$ cat config.mk
export PLATFORM = sky130hd
export DESIGN_NAME = disp_scan_ctrl_flat
export DESIGN_NICKNAME = d
export VERILOG_FILES = /design/src/rtl/disp_pkg.sv /design/src/rtl/disp_scan_ctrl_if.sv /design/src/rtl/bcd_to_seg7.sv /design/src/rtl/disp_scan_ctrl.sv /design/src/flat_wrapper.sv
export SDC_FILE = /design/constraint.sdc
export NUM_CORES = 1
export LEC_CHECK = 0
export CORE_ASPECT_RATIO = 0.6
export CORE_UTILIZATION = 30
export CTS_CLUSTER_SIZE = 14
export DETAILED_ROUTE_END_ITERATION = 10
export GPL_ROUTABILITY_DRIVEN = 0
export PLACE_DENSITY = 0.59
export REMOVE_ABC_BUFFERS = 1
export SLEW_MARGIN = 10
export SYNTH_ARGS = -nofsm -noshare
export SYNTH_HDL_FRONTEND = slang
export SYNTH_SLANG_ARGS = --single-unit
$ cat constraint.sdc
create_clock -name clk -period 6.9 [get_ports clk]
set_input_delay 1.035 -clock clk [delete_from_list [all_inputs] [get_ports clk]]
set_output_delay 1.035 -clock clk [all_outputs]
set_load 0.02 [all_outputs]
$ cat src/rtl/disp_pkg.sv
// Shared definitions for the 7-segment display scan controller.
//
// Contents:
//   SEG_BLANK     active-low segment pattern with every segment off
//   SEG_0..SEG_9  active-low glyphs, bit0 = segment a ... bit6 = segment g
//   state_t       scan FSM state encoding (IDLE, BLANK, SHOW)
package disp_pkg;

    localparam logic [6:0] SEG_BLANK = 7'h7F;

    localparam logic [6:0] SEG_0 = 7'h40;
    localparam logic [6:0] SEG_1 = 7'h79;
    localparam logic [6:0] SEG_2 = 7'h24;
    localparam logic [6:0] SEG_3 = 7'h30;
    localparam logic [6:0] SEG_4 = 7'h19;
    localparam logic [6:0] SEG_5 = 7'h12;
    localparam logic [6:0] SEG_6 = 7'h02;
    localparam logic [6:0] SEG_7 = 7'h78;
    localparam logic [6:0] SEG_8 = 7'h00;
    localparam logic [6:0] SEG_9 = 7'h10;

    typedef enum logic [1:0] {
        IDLE  = 2'd0,
        BLANK = 2'd1,
        SHOW  = 2'd2
    } state_t;

endpackage

$ cat src/rtl/disp_scan_ctrl_if.sv
// Bus bundle between the display scan controller and its user.
//
// Signals:
//   enable      scan on (1) / display dark (0)
//   load        one-cycle strobe capturing digit_data and dp_mask
//   digit_data  packed BCD, digit i at [4i+3:4i]; codes 10..15 are blank
//   dp_mask     decimal point request per digit
//   an_n        active-low digit strobes
//   seg_n       active-low segments, bit0 = a ... bit6 = g
//   dp_n        active-low decimal point
//   dig_idx     digit currently in its slot
//   frame_done  one-cycle pulse at the end of a frame
//   upd_ack     one-cycle pulse when new digits become visible
//
// Modports: master drives the request side, slave is the controller.
interface disp_scan_ctrl_if #(
    parameter int NUM_DIGITS = 8
);
    logic                      enable;
    logic                      load;
    logic [4*NUM_DIGITS-1:0]   digit_data;
    logic [NUM_DIGITS-1:0]     dp_mask;
    logic [NUM_DIGITS-1:0]     an_n;
    logic [6:0]                seg_n;
    logic                      dp_n;
    logic [2:0]                dig_idx;
    logic                      frame_done;
    logic                      upd_ack;

    modport master (
        output enable, load, digit_data, dp_mask,
        input  an_n, seg_n, dp_n, dig_idx, frame_done, upd_ack
    );

    modport slave (
        input  enable, load, digit_data, dp_mask,
        output an_n, seg_n, dp_n, dig_idx, frame_done, upd_ack
    );
endinterface

$ cat src/rtl/bcd_to_seg7.sv
// Combinational BCD to active-low 7-segment glyph decoder.
//
// Ports:
//   code   in  4  digit code; 0..9 are glyphs, 10..15 decode to blank
//   seg_n  out 7  active-low segments, bit0 = a ... bit6 = g
module bcd_to_seg7
    import disp_pkg::*;
(
    input  logic [3:0] code,
    output logic [6:0] seg_n
);

    always_comb begin
        case (code)
            4'd0:    seg_n = SEG_0;
            4'd1:    seg_n = SEG_1;
            4'd2:    seg_n = SEG_2;
            4'd3:    seg_n = SEG_3;
            4'd4:    seg_n = SEG_4;
            4'd5:    seg_n = SEG_5;
            4'd6:    seg_n = SEG_6;
            4'd7:    seg_n = SEG_7;
            4'd8:    seg_n = SEG_8;
            4'd9:    seg_n = SEG_9;
            default: seg_n = SEG_BLANK;
        endcase
    end

endmodule

$ cat src/rtl/disp_scan_ctrl.sv
// Time-multiplexed scan controller for a multi-digit 7-segment display.
//
// Each digit owns a slot of PRESCALE cycles: the first BLANK_CYC cycles keep
// every strobe off (ghosting guard) while segments already carry the digit's
// glyph, the rest of the slot drives that digit's strobe low. Digits arrive
// through a pending buffer and only reach the active buffer at a frame
// boundary (or when scanning starts), so a frame never shows mixed values.
//
// Ports:
//   clk    in  system clock, rising edge
//   rst_n  in  synchronous active-low reset
//   bus    disp_scan_ctrl_if.slave (enable/load/digit_data/dp_mask in,
//          an_n/seg_n/dp_n/dig_idx/frame_done/upd_ack out, all registered)
//
// Build option:
//   LEADING_ZERO_BLANK_EN  when defined, zeros above the most significant
//                          nonzero digit are shown blank (digit 0 always
//                          shown, decimal points unaffected).
module disp_scan_ctrl
    import disp_pkg::*;
#(
    parameter int NUM_DIGITS = 8,
    parameter int PRESCALE   = 50000,
    parameter int BLANK_CYC  = 16
) (
    input  logic             clk,
    input  logic             rst_n,
    disp_scan_ctrl_if.slave  bus
);

    localparam int                CNT_W      = $clog2(PRESCALE);
    localparam logic [CNT_W-1:0]  CNT_LAST   = CNT_W'(PRESCALE - 1);
    localparam logic [CNT_W-1:0]  BLANK_LAST = CNT_W'(BLANK_CYC - 1);
    localparam logic [2:0]        IDX_LAST   = 3'(NUM_DIGITS - 1);

    state_t                    state_q, state_d;
    logic [CNT_W-1:0]          cnt_q, cnt_d;
    logic [2:0]                idx_q, idx_d;

    logic [4*NUM_DIGITS-1:0]   pend_data_q, pend_data_d;
    logic [NUM_DIGITS-1:0]     pend_dp_q, pend_dp_d;
    logic                      pend_flag_q, pend_flag_d;
    logic [4*NUM_DIGITS-1:0]   act_data_q, act_data_d;
    logic [NUM_DIGITS-1:0]     act_dp_q, act_dp_d;
    logic [NUM_DIGITS-1:0]     act_lzb_q, act_lzb_d;

    logic [NUM_DIGITS-1:0]     an_n_q, an_n_d;
    logic [6:0]                seg_n_q, seg_n_d;
    logic                      dp_n_q, dp_n_d;
    logic [2:0]                dig_idx_q, dig_idx_d;
    logic                      frame_done_q, frame_done_d;
    logic                      upd_ack_q, upd_ack_d;

    logic                      commit;
    logic                      boundary;
    logic [NUM_DIGITS-1:0]     lzb_next;
    logic [3:0]                cur_code;
    logic                      cur_dp;
    logic                      cur_lzb;
    logic [3:0]                seg_code;
    logic [6:0]                glyph_n;

    // Blank mask for the data about to be committed: a digit is blanked while
    // it and every digit above it are zero. Digit 0 is never blanked.
`ifdef LEADING_ZERO_BLANK_EN
    always_comb begin
        logic above_zero;
        lzb_next   = '0;
        above_zero = 1'b1;
        for (int i = NUM_DIGITS - 1; i >= 1; i--) begin
            above_zero  = above_zero && (pend_data_q[4*i +: 4] == 4'd0);
            lzb_next[i] = above_zero;
        end
    end
`else
    assign lzb_next = '0;
`endif

    // Select the active digit's code, decimal point and blank flag.
    always_comb begin
        cur_code = 4'hF;
        cur_dp   = 1'b0;
        cur_lzb  = 1'b0;
        for (int i = 0; i < NUM_DIGITS; i++) begin
            if (idx_q == 3'(i)) begin
                cur_code = act_data_q[4*i +: 4];
                cur_dp   = act_dp_q[i];
                cur_lzb  = act_lzb_q[i];
            end
        end
    end

    assign seg_code = cur_lzb ? 4'hF : cur_code;

    bcd_to_seg7 u_seg (
        .code  (seg_code),
        .seg_n (glyph_n)
    );

    // Next-state logic: FSM/slot counter, buffer handling and the pin values
    // derived from the current state (pins lag the state by one register).
    // A load coincident with a commit wins the pending flag, so that data
    // waits for the following boundary while the older pending data commits.
    always_comb begin
        state_d     = state_q;
        cnt_d       = cnt_q;
        idx_d       = idx_q;
        pend_data_d = pend_data_q;
        pend_dp_d   = pend_dp_q;
        pend_flag_d = pend_flag_q;
        act_data_d  = act_data_q;
        act_dp_d    = act_dp_q;
        act_lzb_d   = act_lzb_q;
        commit      = 1'b0;
        boundary    = 1'b0;

        if (!bus.enable) begin
            state_d = IDLE;
            cnt_d   = '0;
            idx_d   = '0;
        end else begin
            case (state_q)
                IDLE: begin
                    state_d = BLANK;
                    cnt_d   = '0;
                    idx_d   = '0;
                    commit  = pend_flag_q;
                end
                BLANK: begin
                    cnt_d = cnt_q + 1'b1;
                    if (cnt_q == BLANK_LAST) begin
                        state_d = SHOW;
                    end
                end
                SHOW: begin
                    if (cnt_q == CNT_LAST) begin
                        cnt_d   = '0;
                        state_d = BLANK;
                        if (idx_q == IDX_LAST) begin
                            idx_d    = '0;
                            boundary = 1'b1;
                            commit   = pend_flag_q;
                        end else begin
                            idx_d = idx_q + 3'd1;
                        end
                    end else begin
                        cnt_d = cnt_q + 1'b1;
                    end
                end
                default: begin
                    state_d = IDLE;
                    cnt_d   = '0;
                    idx_d   = '0;
                end
            endcase
        end

        if (commit) begin
            act_data_d  = pend_data_q;
            act_dp_d    = pend_dp_q;
            act_lzb_d   = lzb_next;
            pend_flag_d = 1'b0;
        end

        if (bus.load) begin
            pend_data_d = bus.digit_data;
            pend_dp_d   = bus.dp_mask;
            pend_flag_d = 1'b1;
        end

        frame_done_d = boundary;
        upd_ack_d    = commit;

        // Dropping enable darkens the pins on the very next edge.
        an_n_d    = '1;
        seg_n_d   = SEG_BLANK;
        dp_n_d    = 1'b1;
        dig_idx_d = '0;
        if (bus.enable && (state_q != IDLE)) begin
            seg_n_d   = glyph_n;
            dp_n_d    = ~cur_dp;
            dig_idx_d = idx_q;
            if (state_q == SHOW) begin
                for (int i = 0; i < NUM_DIGITS; i++) begin
                    an_n_d[i] = (idx_q != 3'(i));
                end
            end
        end
    end

    // State, buffers and output pins.
    always_ff @(posedge clk) begin
        if (!rst_n) begin
            state_q      <= IDLE;
            cnt_q        <= '0;
            idx_q        <= '0;
            pend_data_q  <= '1;
            pend_dp_q    <= '0;
            pend_flag_q  <= 1'b0;
            act_data_q   <= '1;
            act_dp_q     <= '0;
            act_lzb_q    <= '0;
            an_n_q       <= '1;
            seg_n_q      <= SEG_BLANK;
            dp_n_q       <= 1'b1;
            dig_idx_q    <= '0;
            frame_done_q <= 1'b0;
            upd_ack_q    <= 1'b0;
        end else begin
            state_q      <= state_d;
            cnt_q        <= cnt_d;
            idx_q        <= idx_d;
            pend_data_q  <= pend_data_d;
            pend_dp_q    <= pend_dp_d;
            pend_flag_q  <= pend_flag_d;
            act_data_q   <= act_data_d;
            act_dp_q     <= act_dp_d;
            act_lzb_q    <= act_lzb_d;
            an_n_q       <= an_n_d;
            seg_n_q      <= seg_n_d;
            dp_n_q       <= dp_n_d;
            dig_idx_q    <= dig_idx_d;
            frame_done_q <= frame_done_d;
            upd_ack_q    <= upd_ack_d;
        end
    end

    assign bus.an_n       = an_n_q;
    assign bus.seg_n      = seg_n_q;
    assign bus.dp_n       = dp_n_q;
    assign bus.dig_idx    = dig_idx_q;
    assign bus.frame_done = frame_done_q;
    assign bus.upd_ack    = upd_ack_q;

endmodule

$ cat src/flat_wrapper.sv
// flat-port wrapper written by rule: the top's interface ports become plain ports
module disp_scan_ctrl_flat import disp_pkg::*;
#(
    parameter int NUM_DIGITS = 8,
    parameter int PRESCALE   = 50000,
    parameter int BLANK_CYC  = 16
)
  (clk, rst_n, bus_enable, bus_load, bus_digit_data, bus_dp_mask, bus_an_n, bus_seg_n, bus_dp_n, bus_dig_idx, bus_frame_done, bus_upd_ack);
  disp_scan_ctrl_if #(.NUM_DIGITS(NUM_DIGITS)) bus_i ();
  input  logic clk;
  input  logic rst_n;
  input wire logic [$bits(bus_i.enable)-1:0] bus_enable;
  input wire logic [$bits(bus_i.load)-1:0] bus_load;
  input wire logic [$bits(bus_i.digit_data)-1:0] bus_digit_data;
  input wire logic [$bits(bus_i.dp_mask)-1:0] bus_dp_mask;
  output wire logic [$bits(bus_i.an_n)-1:0] bus_an_n;
  output wire logic [$bits(bus_i.seg_n)-1:0] bus_seg_n;
  output wire logic [$bits(bus_i.dp_n)-1:0] bus_dp_n;
  output wire logic [$bits(bus_i.dig_idx)-1:0] bus_dig_idx;
  output wire logic [$bits(bus_i.frame_done)-1:0] bus_frame_done;
  output wire logic [$bits(bus_i.upd_ack)-1:0] bus_upd_ack;
  assign bus_i.enable = bus_enable;
  assign bus_i.load = bus_load;
  assign bus_i.digit_data = bus_digit_data;
  assign bus_i.dp_mask = bus_dp_mask;
  assign bus_an_n = bus_i.an_n;
  assign bus_seg_n = bus_i.seg_n;
  assign bus_dp_n = bus_i.dp_n;
  assign bus_dig_idx = bus_i.dig_idx;
  assign bus_frame_done = bus_i.frame_done;
  assign bus_upd_ack = bus_i.upd_ack;
  disp_scan_ctrl #(.NUM_DIGITS(NUM_DIGITS), .PRESCALE(PRESCALE), .BLANK_CYC(BLANK_CYC)) u_core (.clk(clk), .rst_n(rst_n), .bus(bus_i));
endmodule
==> metrics <==
status complete, no violations; post-CTS setup buffers 0; DIE WIDTH 170 µm; DRT antenna net count 0; #FFs+latches synth 123; WHS Path Cells 1; syn avg cell area 8.93 µm²; first-pass detailed-route iteration total 5; via count 4024; Setup violations, final 0; Area after DPL 5860 µm²; CP Capture Type register; Initial Util 31.1%; pin count of the biggest net entering global routing 85; Mapped Area 5110 µm²; Num CTS Buffers 17; Slew HR 43.3%; hold wc startpoint u_core.cnt_q[0]; number of antenna violations at the first check in global routing 0; reg2reg path depth 9; critical path arrival 3.33 ns; CP max FO 18; vias per inst 4.65; Ant. Diodes 0; core area 16400 µm²; Final min period 3.04 ns; Post-Layout Cell Count 865; Total GRT Usage 14.7%; I/O pins 65; CP Launch Type register; num rows 36; Post-synth top cells nand2_1 (135), dfxtp_1 (123), mux2i_1 (42); most numerous cell in the Yosys netlist nand2_1; DIE HEIGHT 103 µm; Max Cap Violations 0; DRT iter0 DRCs 289; Reg clk slew, reported paths 0.06 ns; Clock Latency Late Sink 0.41 ns; peak supply drop 0.000158 V; Post-route DRC 0; Fmax 0.329 GHz; Slew Limit Fails 0; FF-to-FF End u_core.bus.seg_n[3]; Hold Vio Cnt, Final 0; Register-to-Register Setup Slack 3.86 ns; CTS Root Cell clkbuf_16; setup TNS 0 ns; CTS Buffer Depth 2; Hold Path Class reg2reg; post-synth top area cell dfxtp_1; crit path from u_core.idx_q[2]; dpl cells 833; # H-tree levels 4; number of flops mapped to enable cells by yosys 0; CTS tree yes; area grow syn2layout 27.3%; period utilization 44.0%; static leakage 2.60 nW; Cells after Synth 572; total gr overflow 0; classification of the worst setup path reg2reg; hold-critical path endpoint u_core.cnt_q[0]; # hold bufs at CTS 0; clk_skew 0.0111 ns; port buffer count 64; top cells by area, synth dfxtp_1 (48%), nand2_1 (9.9%), mux2i_1 (8.2%); DP HPWL 8.37 mm; warnings from Yosys 0; CTS sink count 123; post_cts resized 0; share of Yosys cell area claimed by the top area cell type 48.2%; number of global-route vias before repair 3931; post-layout util 39.5%; post-synthesis cell type count 56; full die area 17600 µm²; WL final 12.2 mm; fraction of layout cells with a size suffix above 1 7.69%; PD cells 280 nW/µm²; first-pass GRT wire length 19.9 mm; cell area after layout 6500 µm²; Final Net Count 680; Seq/Total Area, Yosys 48.2%; routed len/inst 14.1 µm; origin of the critical flop-to-flop path u_core.idx_q[2]; Worst EP required 7.19 ns; worst slew pin tran 0.851 ns; Top FF cell, synth dfxtp_1; Power Total 1.82 mW; asr flop ratio synth 0%; RSZ-0062 raised after global routing no
cell usage in the layout (no fill, tap or decap), drive strengths merged, types with 4 or more instances in the layout:
cell type,Yosys,final
nand2,137,137
dfxtp,123,123
clkdlybuf4s50,0,62
mux2i,42,42
nand3,39,39
nor2,30,30
clkbuf,14,19
nor2b,18,18
o21ai,16,16
inv,12,14
and3,13,13
a21oi,12,12
ha,12,12
a21boi,9,9
xnor2,8,8
nand2b,6,6
xor2,6,6
nor3b,6,6
buf,21,6
a31oi,5,5
and2,5,5
nor3,5,5
clkinvlp,0,5
bufinv,0,4
power breakdown:
part	switching [mW]	internal, mW
Sequential	0.0169	0.739
Clock	0.329	0.626
Combinational	0.0542	0.0558
worst max-delay path by stage:
stage,to,slack [ns]
finish,u_core.bus.seg_n[3],3.86
global route,u_core.bus.seg_n[1],3.58
CTS,u_core.bus.seg_n[3],3.88
detailed placement,u_core.bus.seg_n[3],3.76
global placement,u_core.bus.seg_n[3],3.91
floorplan,u_core.pend_flag_q,4.09
cell type report:
class,count,area [µm²]
Inverter,12,45.0
Tap cell,228,285
Multi-Input combinational cell,402,2410
Clock buffer,19,453
Timing Repair Buffer,68,661
Clock inverter,13,189
Fill cell,1603,9940
Sequential cell,123,2460
cell families after synthesis:
group	Yosys count	synth area share [%]
XOR/XNOR	14	2.40
flip-flops	123	48.2
multiplexers	42	8.23
AO/OA/AOI/OAI	63	8.50
adder cells (fa/ha/maj)	12	2.94
AND/OR/NAND/NOR	271	25.0
buffers and inverters	47	4.68
per-stage QoR:
step	worst slack, ns	hold WS (ns)
after detailed placement	3.76	0.444
final	3.86	0.451
after CTS	3.88	0.452
after floorplan	4.09	0.413
after global placement	3.91	0.423
after global routing	3.58	0.485
flip-flops by register name, indices dropped and copies added, names as in the netlist:
signal,count
u_core.bus.upd_ack,1
u_core.act_dp_q,8
u_core.bus.dp_n,1
u_core.idx_q,3
u_core.bus.frame_done,1
u_core.state_q,2
u_core.bus.an_n,8
u_core.cnt_q,16
u_core.bus.seg_n,7
u_core.bus.dig_idx,3
u_core.pend_data_q,32
u_core.act_data_q,32
u_core.pend_flag_q,1
u_core.pend_dp_q,8
worst max-delay path, stage by stage, from the launching register on:
cell	delay, ns
dfxtp_1	0.75
inv_1	0.22
ha_1	0.41
nor2_1	0.25
o311ai_1	0.14
a32oi_1	0.22
o21ai_1	0.19
ha_1	0.36
o21ai_0	0.11
a211o_1	0.27
layer usage:
| layer | up-vias | GRT usage [%] | part of all wire [%] |
|---|---|---|---|
| li1 | 2035 | - | - |
| met1 | 1900 | 21.0 | 53 |
| met2 | 85 | 21.5 | 42 |
| met3 | 4 | 3.34 | 4.7 |
| met4 | 0 | 5.41 | 0.54 |
| met5 | - | 0 | 0 |
Power figures use the tool's default switching activity.
